`src/rtl/prefix_sum_seq.sv`:
```
// prefix_sum_seq: streams a wide sparsity mask through one prefix-sum
// unit, one chunk per cycle, emitting global inclusive indices.
`ifndef PREFIX_SUM_SIZE
`define PREFIX_SUM_SIZE 32
`endif

module prefix_sum_seq #(
  parameter int PS_SIZE = `PREFIX_SUM_SIZE,
  parameter int CHUNKS  = 4,
  parameter int CNT_W   = $clog2(CHUNKS*PS_SIZE)+1
) (
  input  logic                       clk_i,
  input  logic                       rst_i,
  input  logic                       mask_valid_i,
  output logic                       mask_ready_o,
  input  logic [CHUNKS*PS_SIZE-1:0]  mask_i,
  output logic                       out_valid_o,
  input  logic                       out_ready_i,
  output logic [PS_SIZE*CNT_W-1:0]   out_idx_o,
  output logic [$clog2(CHUNKS):0]    out_chunk_o,
  output logic                       out_last_o,
  output logic [CNT_W-1:0]           total_o,
  output logic                       busy_o
);

  localparam int CW = $clog2(CHUNKS)+1;
  localparam int MW = CHUNKS*PS_SIZE;

  typedef enum logic {IDLE, RUN} state_e;

  state_e                 state_q, state_d;
  logic [MW-1:0]          mask_q, mask_d;
  logic [CW-1:0]          cnt_q, cnt_d;
  logic [CNT_W-1:0]       base_q, base_d;
  logic [PS_SIZE*CNT_W-1:0] idx_q, idx_d;
  logic [CW-1:0]          chunk_q, chunk_d;
  logic                   last_q, last_d;
  logic                   vld_q, vld_d;
  logic [CNT_W-1:0]       total_q, total_d;

  logic                   accept;
  logic                   load;
  logic                   is_last;
  logic [PS_SIZE-1:0]     chunk;
  logic [CNT_W-1:0]       ps [0:PS_SIZE];

  // The mask register shifts down, so the live chunk is always at the LSBs
  assign chunk   = mask_q[PS_SIZE-1:0];
  assign is_last = (cnt_q == CW'(CHUNKS-1));
  assign accept  = mask_valid_i & mask_ready_o;
  assign load    = (state_q == RUN) & (~vld_q | out_ready_i);

  assign out_valid_o = vld_q;
  assign out_idx_o   = idx_q;
  assign out_chunk_o = chunk_q;
  assign out_last_o  = last_q;
  assign total_o     = total_q;
  assign busy_o      = (state_q == RUN) | vld_q;

  // Combinational inclusive prefix sum of the live chunk
  always_comb begin
    ps[0] = '0;
    for (int j = 1; j <= PS_SIZE; j++) begin
      ps[j] = ps[j-1] + CNT_W'(chunk[j-1]);
    end
  end

  // FSM next state and mask-side handshake
  always_comb begin
    state_d      = state_q;
    mask_ready_o = 1'b0;
    unique case (state_q)
      IDLE: begin
        mask_ready_o = 1'b1;
        if (mask_valid_i) state_d = RUN;
      end
      RUN: begin
        if (load && is_last) state_d = IDLE;
      end
      default: state_d = IDLE;
    endcase
  end

  // Datapath next state: capture, chunk load, output consume
  always_comb begin
    mask_d  = mask_q;
    cnt_d   = cnt_q;
    base_d  = base_q;
    idx_d   = idx_q;
    chunk_d = chunk_q;
    last_d  = last_q;
    vld_d   = vld_q;
    total_d = total_q;
    if (accept) begin
      mask_d = mask_i;
      cnt_d  = '0;
      base_d = '0;
    end
    if (load) begin
      mask_d  = mask_q >> PS_SIZE;
      cnt_d   = cnt_q + CW'(1);
      base_d  = base_q + ps[PS_SIZE];
      chunk_d = cnt_q;
      last_d  = is_last;
      vld_d   = 1'b1;
      for (int j = 1; j <= PS_SIZE; j++) begin
        idx_d[(j-1)*CNT_W +: CNT_W] = base_q + ps[j];
      end
      if (is_last) total_d = base_q + ps[PS_SIZE];
    end else if (vld_q && out_ready_i) begin
      vld_d = 1'b0;
    end
  end

  // FSM state register
  always_ff @(posedge clk_i) begin
    if (rst_i) state_q <= IDLE;
    else       state_q <= state_d;
  end

  // Datapath and output registers
  always_ff @(posedge clk_i) begin
    if (rst_i) begin
      mask_q  <= '0;
      cnt_q   <= '0;
      base_q  <= '0;
      idx_q   <= '0;
      chunk_q <= '0;
      last_q  <= 1'b0;
      vld_q   <= 1'b0;
      total_q <= '0;
    end else begin
      mask_q  <= mask_d;
      cnt_q   <= cnt_d;
      base_q  <= base_d;
      idx_q   <= idx_d;
      chunk_q <= chunk_d;
      last_q  <= last_d;
      vld_q   <= vld_d;
      total_q <= total_d;
    end
  end

endmodule

```
`config.mk`:
```
export PLATFORM = sky130hd
export DESIGN_NAME = prefix_sum_seq
export DESIGN_NICKNAME = d
export VERILOG_FILES = /design/src/rtl/prefix_sum_seq.sv
export SDC_FILE = /design/constraint.sdc
export NUM_CORES = 1
export LEC_CHECK = 0
export ABC_CLOCK_PERIOD_IN_PS = 37200
export BUFFER_PORTS_ARGS = -buffer_cell sky130_fd_sc_hd__buf_4
export CAP_MARGIN = 40
export CORE_ASPECT_RATIO = 1.5
export CORE_UTILIZATION = 63
export CTS_CLUSTER_DIAMETER = 100
export DETAILED_ROUTE_END_ITERATION = 12
export GPL_TIMING_DRIVEN = 0
export HOLD_SLACK_MARGIN = 0.02
export PLACE_DENSITY = 0.93
export SYNTH_ARGS = -nofsm -noshare
export SYNTH_HDL_FRONTEND = slang
export SYNTH_SLANG_ARGS = --single-unit
export TNS_END_PERCENT = 100
```
`constraint.sdc`:
```
create_clock -name clk_i -period 37.2 [get_ports clk_i]
set_input_delay 1.86 -clock clk_i [delete_from_list [all_inputs] [get_ports clk_i]]
set_output_delay 1.86 -clock clk_i [all_outputs]
set_load 0.01 [all_outputs]
```
# Yosys cells after proc, flatten, opt, wreduce, memory -nomap -nowiden
# Index checks and enable logic that the tools add are counted.
[word_totals]
wordCells = 99
reg_bits = 409
[op_classes]
n_mux = 12
n_addsub = 64
n_reduce_logical = 6
bitwise = 6
n_eq_ne = 1
[op_table]
columns = ["operator", "n"]
rows = [
  ["$add A8 B1 Y8", 25],
  ["$add A8 B8 Y8", 25],
  ["$mux W96", 2],
  ["$mux W8", 2],
  ["$add A7 B1 Y8", 1],
  ["$add A8 B2 Y8", 1],
  ["$add A8 B3 Y8", 1],
  ["$add A8 B4 Y8", 1],
  ["$add A8 B5 Y8", 1],
  ["$add A8 B6 Y8", 1],
  ["$add A8 B7 Y8", 1],
  ["$add A6 B1 Y7", 1],
  ["$add A5 B1 Y6", 1],
  ["$mux W3", 2],
  ["$add A4 B1 Y5", 1],
  ["$mux W1", 5],
  ["$add A3 B1 Y4", 1],
  ["$reduce_bool A2 Y1", 2],
  ["$add A2 B1 Y3", 1],
  ["$add A3 B1 Y3 const B", 1],
  ["$eq A3 B2 Y1 const B", 1],
  ["$add A1 B1 Y2", 1],
  ["$and A1 B1 Y1", 2],
  ["$logic_and A1 B1 Y1", 2],
  ["5 further kinds", 7],
]

# Longest topological paths before layout
[logic_depth]
depth_word = 33
ltp_mapped = 44
mapped_depth_nobuf = 43

# Worst setup path before layout
# OpenSTA, ideal clock, no wires.
[synth_path]
path_kind = "reg-to-reg"
start = "register mask_q[0]"
end = "register base_q[7]"
n_path_buf = 1
path_slack_ns = 25.133
synth_period_minus_slack_ns = 12.067
required_time_ns = 37.080
arrival_time_ns = 11.948
stages_incl_launch_ff = 44
cell_sequence = "dfxtp_1 -> fa_1 -> ha_1 -> ha_1 -> ha_1 -> ha_1 -> ha_1 -> ha_1 -> ha_1 -> ha_1 -> ha_1 -> ha_1 -> ha_1 -> ha_1 -> ha_1 -> ha_1 -> ha_1 -> ha_1 -> (+8 left out) -> a22oi_1 -> xnor3_2 -> xnor2_2 -> xnor2_2 -> xor2_2 -> and3_1 -> buf_1 -> xor2_1 -> xor2_2 -> and3_1 -> xor2_1 -> ha_1 -> a21oi_1 -> o21bai_1 -> a21oi_1 -> o21ai_0 -> nor4b_2 -> a211o_1"
[synth_via]
elab_chain_cells = 33
[synth_rtl]
columns = ["item", "line", "source"]
rows = [
  ["start, declared", "32", "logic [MW-1:0] mask_q, mask_d;"],
  ["start signal, assigned", "133", "mask_q <= mask_d;"],
  ["$add A1 B1 Y2", "64", "ps[j] = ps[j-1] + CNT_W'(chunk[j-1]);"],
  ["$add A2 B1 Y3", "64", ""],
  ["$add A3 B1 Y4", "64", ""],
  ["$add A4 B1 Y5", "64", ""],
  ["$add A5 B1 Y6", "64", ""],
  ["$add A6 B1 Y7", "64", ""],
  ["$add A7 B1 Y8", "64", ""],
  ["$add A8 B1 Y8 (24 in a row)", "64", ""],
  ["$add A8 B8 Y8", "102", "base_d = base_q + ps[PS_SIZE];"],
  ["$mux W8", "99", "if (load) begin"],
  ["end signal, assigned", "135", "base_q <= base_d;"],
  ["end, declared", "34", "logic [CNT_W-1:0] base_q, base_d;"],
]
# Every way passes these cells.
# A chain may end at the register's enable or synchronous reset.

# Worst setup path in the final report
[layout_path]
start = "register mask_q[2]"
end = "register total_q[7], in the netlist total_o[7]"
[layout_via]
elab_chain_cells = 31
[layout_rtl]
columns = ["item", "line", "source"]
rows = [
  ["$add A2 B1 Y3", "64", ""],
  ["$add A3 B1 Y4", "64", ""],
  ["$add A4 B1 Y5", "64", ""],
  ["$add A5 B1 Y6", "64", ""],
  ["$add A6 B1 Y7", "64", ""],
  ["$add A7 B1 Y8", "64", ""],
  ["$add A8 B1 Y8 (24 in a row)", "64", ""],
  ["$add A8 B8 Y8", "109", "if (is_last) total_d = base_q + ps[PS_SIZE];"],
  ["end signal, assigned", "140", "total_q <= total_d;"],
  ["end, declared", "39", "logic [CNT_W-1:0] total_q, total_d;"],
]
# Every way passes these cells.

==> impl_metrics.ini <==
[cells_and_area]
syn_to_final_growth_pct = 20.1
nNetsFinal = 3985
final_common_cell = nand2_1
drive_above_1_share_pct = 16.4
fin_util_pct = 76.6
layout_common_cells = nand2_1, a21oi_1, buf_4
final.fill_count = 2780
postLayoutCellArea_um2 = 31400

[cts]
cts_resized = 0
clkLatencyLatePin_ns = 0.56
path_clk_slew_ns = 0.07
max-clock-path-buffers = 3
cts_sinks = 409
cts_root_buf = clkbuf_16
cts_buffers = 40
holdBufCountCts = 0
h-tree-depth = 2
cts_tree = yes
postCtsSetupRepairBufs = 0

[critical_path]
cpPeakStageDelay_ns = 0.66
worst-setup-path-type = reg -> reg
cp-end-kind = flop
critPathMaxFanout = 8
startpoint = mask_q[2]
startpoint_type = flop
cp_slowest_cell = xnor2_1
crit_required_ns = 37.62
crit_path_frequent_cell = ha_1
crit_arrival_ns = 14.50
reg2reg_from = mask_q[2]

[global_routing]
grt_usage_pct = 39.9
grt_pass1_wl_mm = 131
grt_max_degree = 37
grt_overflow = 0
grt_antenna_before_repair = 2
grt_pass1_vias = 25500

[place]
gp_congestion = 0.982
io_buffers = 402
dp_hpwl_mm = 67.4
postPlaceCellArea_um2 = 30100

[floorplanning]
ios = 403
die_w_um = 168
die_y_um = 252
dieArea_um2 = 42300
initial_core_util_pct = 63.8
coreArea_um2 = 41000
rows = 91

[synthesis]
syn_area_um2 = 26100
synth_edf_count = 0
syn_avg_cell_area_um2 = 8.43
seq_area_frac_synth_pct = 31.3
synth.ff_latch_count = 409
async_reset_ff_share_pct = 0
yosys_warnings = 0
synthDistinctLibCells = 93
netlist_instances = 3100
ys.flop_type = dfxtp_1

[routing]
final_antenna_net_count = 0
viasPerCell = 6.15
route.detailed.wl_per_inst_um = 21.2
num_vias = 25200
drtIter0Drc = 1743
drc = 0
routed_wl_mm = 86.8
firstDrtPassIters = 5

[sta]
fin_tns_setup_ns = 0
slew-limit-headroom_pct = 34.1
finalHoldViolCount = 0
drv_slew = 0
clock.fmax_ghz = 0.0710
setup_violations = 0
worst_slew_pin_slew_ns = 0.989
min_period_ns = 14.09
period_share_pct = 37.9
grt_setup_unrepaired = no
holdWs_ns = 0.449
finalClockSkew_ns = 0.0223

[power]
p_int_uw = 1270
vdd_ir_drop_max_mv = 0.0678
p_switching_uw = 1010
power_frac_comb_pct = 58.7
power.total_uw = 2290
pwr-share-seq_pct = 23.6
clkPwrFrac_pct = 17.6
p_leak_uw = 0.0147
switching_share_pct = 44.3
p_per_area_nw_per_um2 = 72.8

[min_path]
worst_hold_path_type = reg -> reg
worstHoldStart = out_idx_o[190]

[run]
cap_violations = 0

[outcome]
outcome = completed
## cell families (layout without fill, tap and decap cells)
group                      Yosys count  after routing  synth area share (%)
AOI/OAI and AO/OA                  914            914                  21.9
xor gates and xnor gates           324            324                  12.9
adders and majority gates          297            297                  15.1
buffers and inverters              249            738                  3.67
DFF                                409            409                  31.3
muxes                               20             20                 0.861
other                                1              5                0.0143
and+or+nand+nor                    886            886                  14.1
## power groups by stage
stage                     combinational (uW)  clock [uW]  sequential [uW]
after floorplan                          937           0              557
after global placement                  1240           0              556
after detailed placement                1300           0              547
after CTS                               1320         402              538
after global routing                    1460         417              544
final                                   1340         403              540
## path summary, 6_finish.rpt
path / end / slack (ns) / depth (start not counted)
max: total_o[7] / 23.11 / 43
min: out_idx_o[190] / 0.45 / 2
max reg2reg: total_o[7] / 23.11 / 43
min reg2reg: out_idx_o[190] / 0.45 / 2
## Yosys cell counts, types with 7 or more instances
cell,instances,share of area (%)
mux2i_1,9,0.34
clkbuf_1,157,2.3
o21a_1,7,0.20
xor2_2,8,0.50
ha_1,258,12
fa_1,34,2.6
a21o_1,169,4.9
xnor2_1,239,8.0
inv_2,9,0.13
nor2_1,204,2.9
a211oi_1,50,1.4
o21ai_0,39,0.75
buf_1,9,0.13
inv_1,64,0.92
nor3_1,12,0.23
xnor3_2,7,0.64
nand3_1,18,0.34
a311oi_1,10,0.33
xnor2_2,15,0.93
nand2b_1,7,0.17
and3_1,16,0.38
a31oi_1,9,0.22
or3_1,11,0.26
a21oi_1,455,8.7
xnor2_4,9,0.95
mux2_2,10,0.43
o21bai_1,31,0.89
a22oi_1,99,2.8
nand2_1,554,8.0
nor2b_1,10,0.24
and2_1,9,0.22
xor2_1,40,1.3
dfxtp_1,409,31
## sequential cells by signal, indices dropped and copies added, names as in the netlist
signal,cells
out_chunk_o,3
out_idx_o,256
mask_q,128
out_last_o,1
base_q,8
cnt_q,3
state_q,1
out_valid_o,1
total_o,8
## area by class of cell
cell class                      count  area, um2  share of cell area (%)
Clock buffer                       54       1110                    3.55
Sequential cell                   409       8200                    26.1
Multi-Input combinational cell   2444      17000                    54.2
Tap cell                          511        639                    2.04
Timing Repair Buffer              417       3310                    10.5
Buffer                            174        671                    2.14
Clock inverter                     18        159                   0.506
Inverter                           75        289                   0.921
Antenna cell                        2       5.00                  0.0159
## metal layers
| metal | routed length [um] | vias up | global-route usage, % |
|---|---|---|---|
| met5 | 0 | - | 0 |
| met2 | 40800 | 1328 | 68.3 |
| met3 | 7970 | 497 | 9.32 |
| met4 | 9470 | 0 | 38.7 |
| li1 | - | 11700 | - |
| met1 | 28600 | 11700 | 39.3 |
## through the flow
step	worst slack [ns]	cells
2_1_floorplan	25.13	3102
3_3_place_gp	23.50	4015
3_5_place_dp	23.38	4030
4_1_cts	23.27	4102
5_1_grt	22.45	4104
6_report	23.11	4104
## critical path, delay by kind of cell, from the launching register on
kind                     cells  cell delay (ns)
flip-flops                   1             0.41
buffers and inverters        1             0.22
multiplexers                 1             0.42
AO/OA/AOI/OAI                6             1.16
XOR/XNOR                    12             3.81
AND/OR/NAND/NOR              2             0.46
adder cells (fa/ha/maj)     21             7.45
Power figures use the tool's default switching activity.
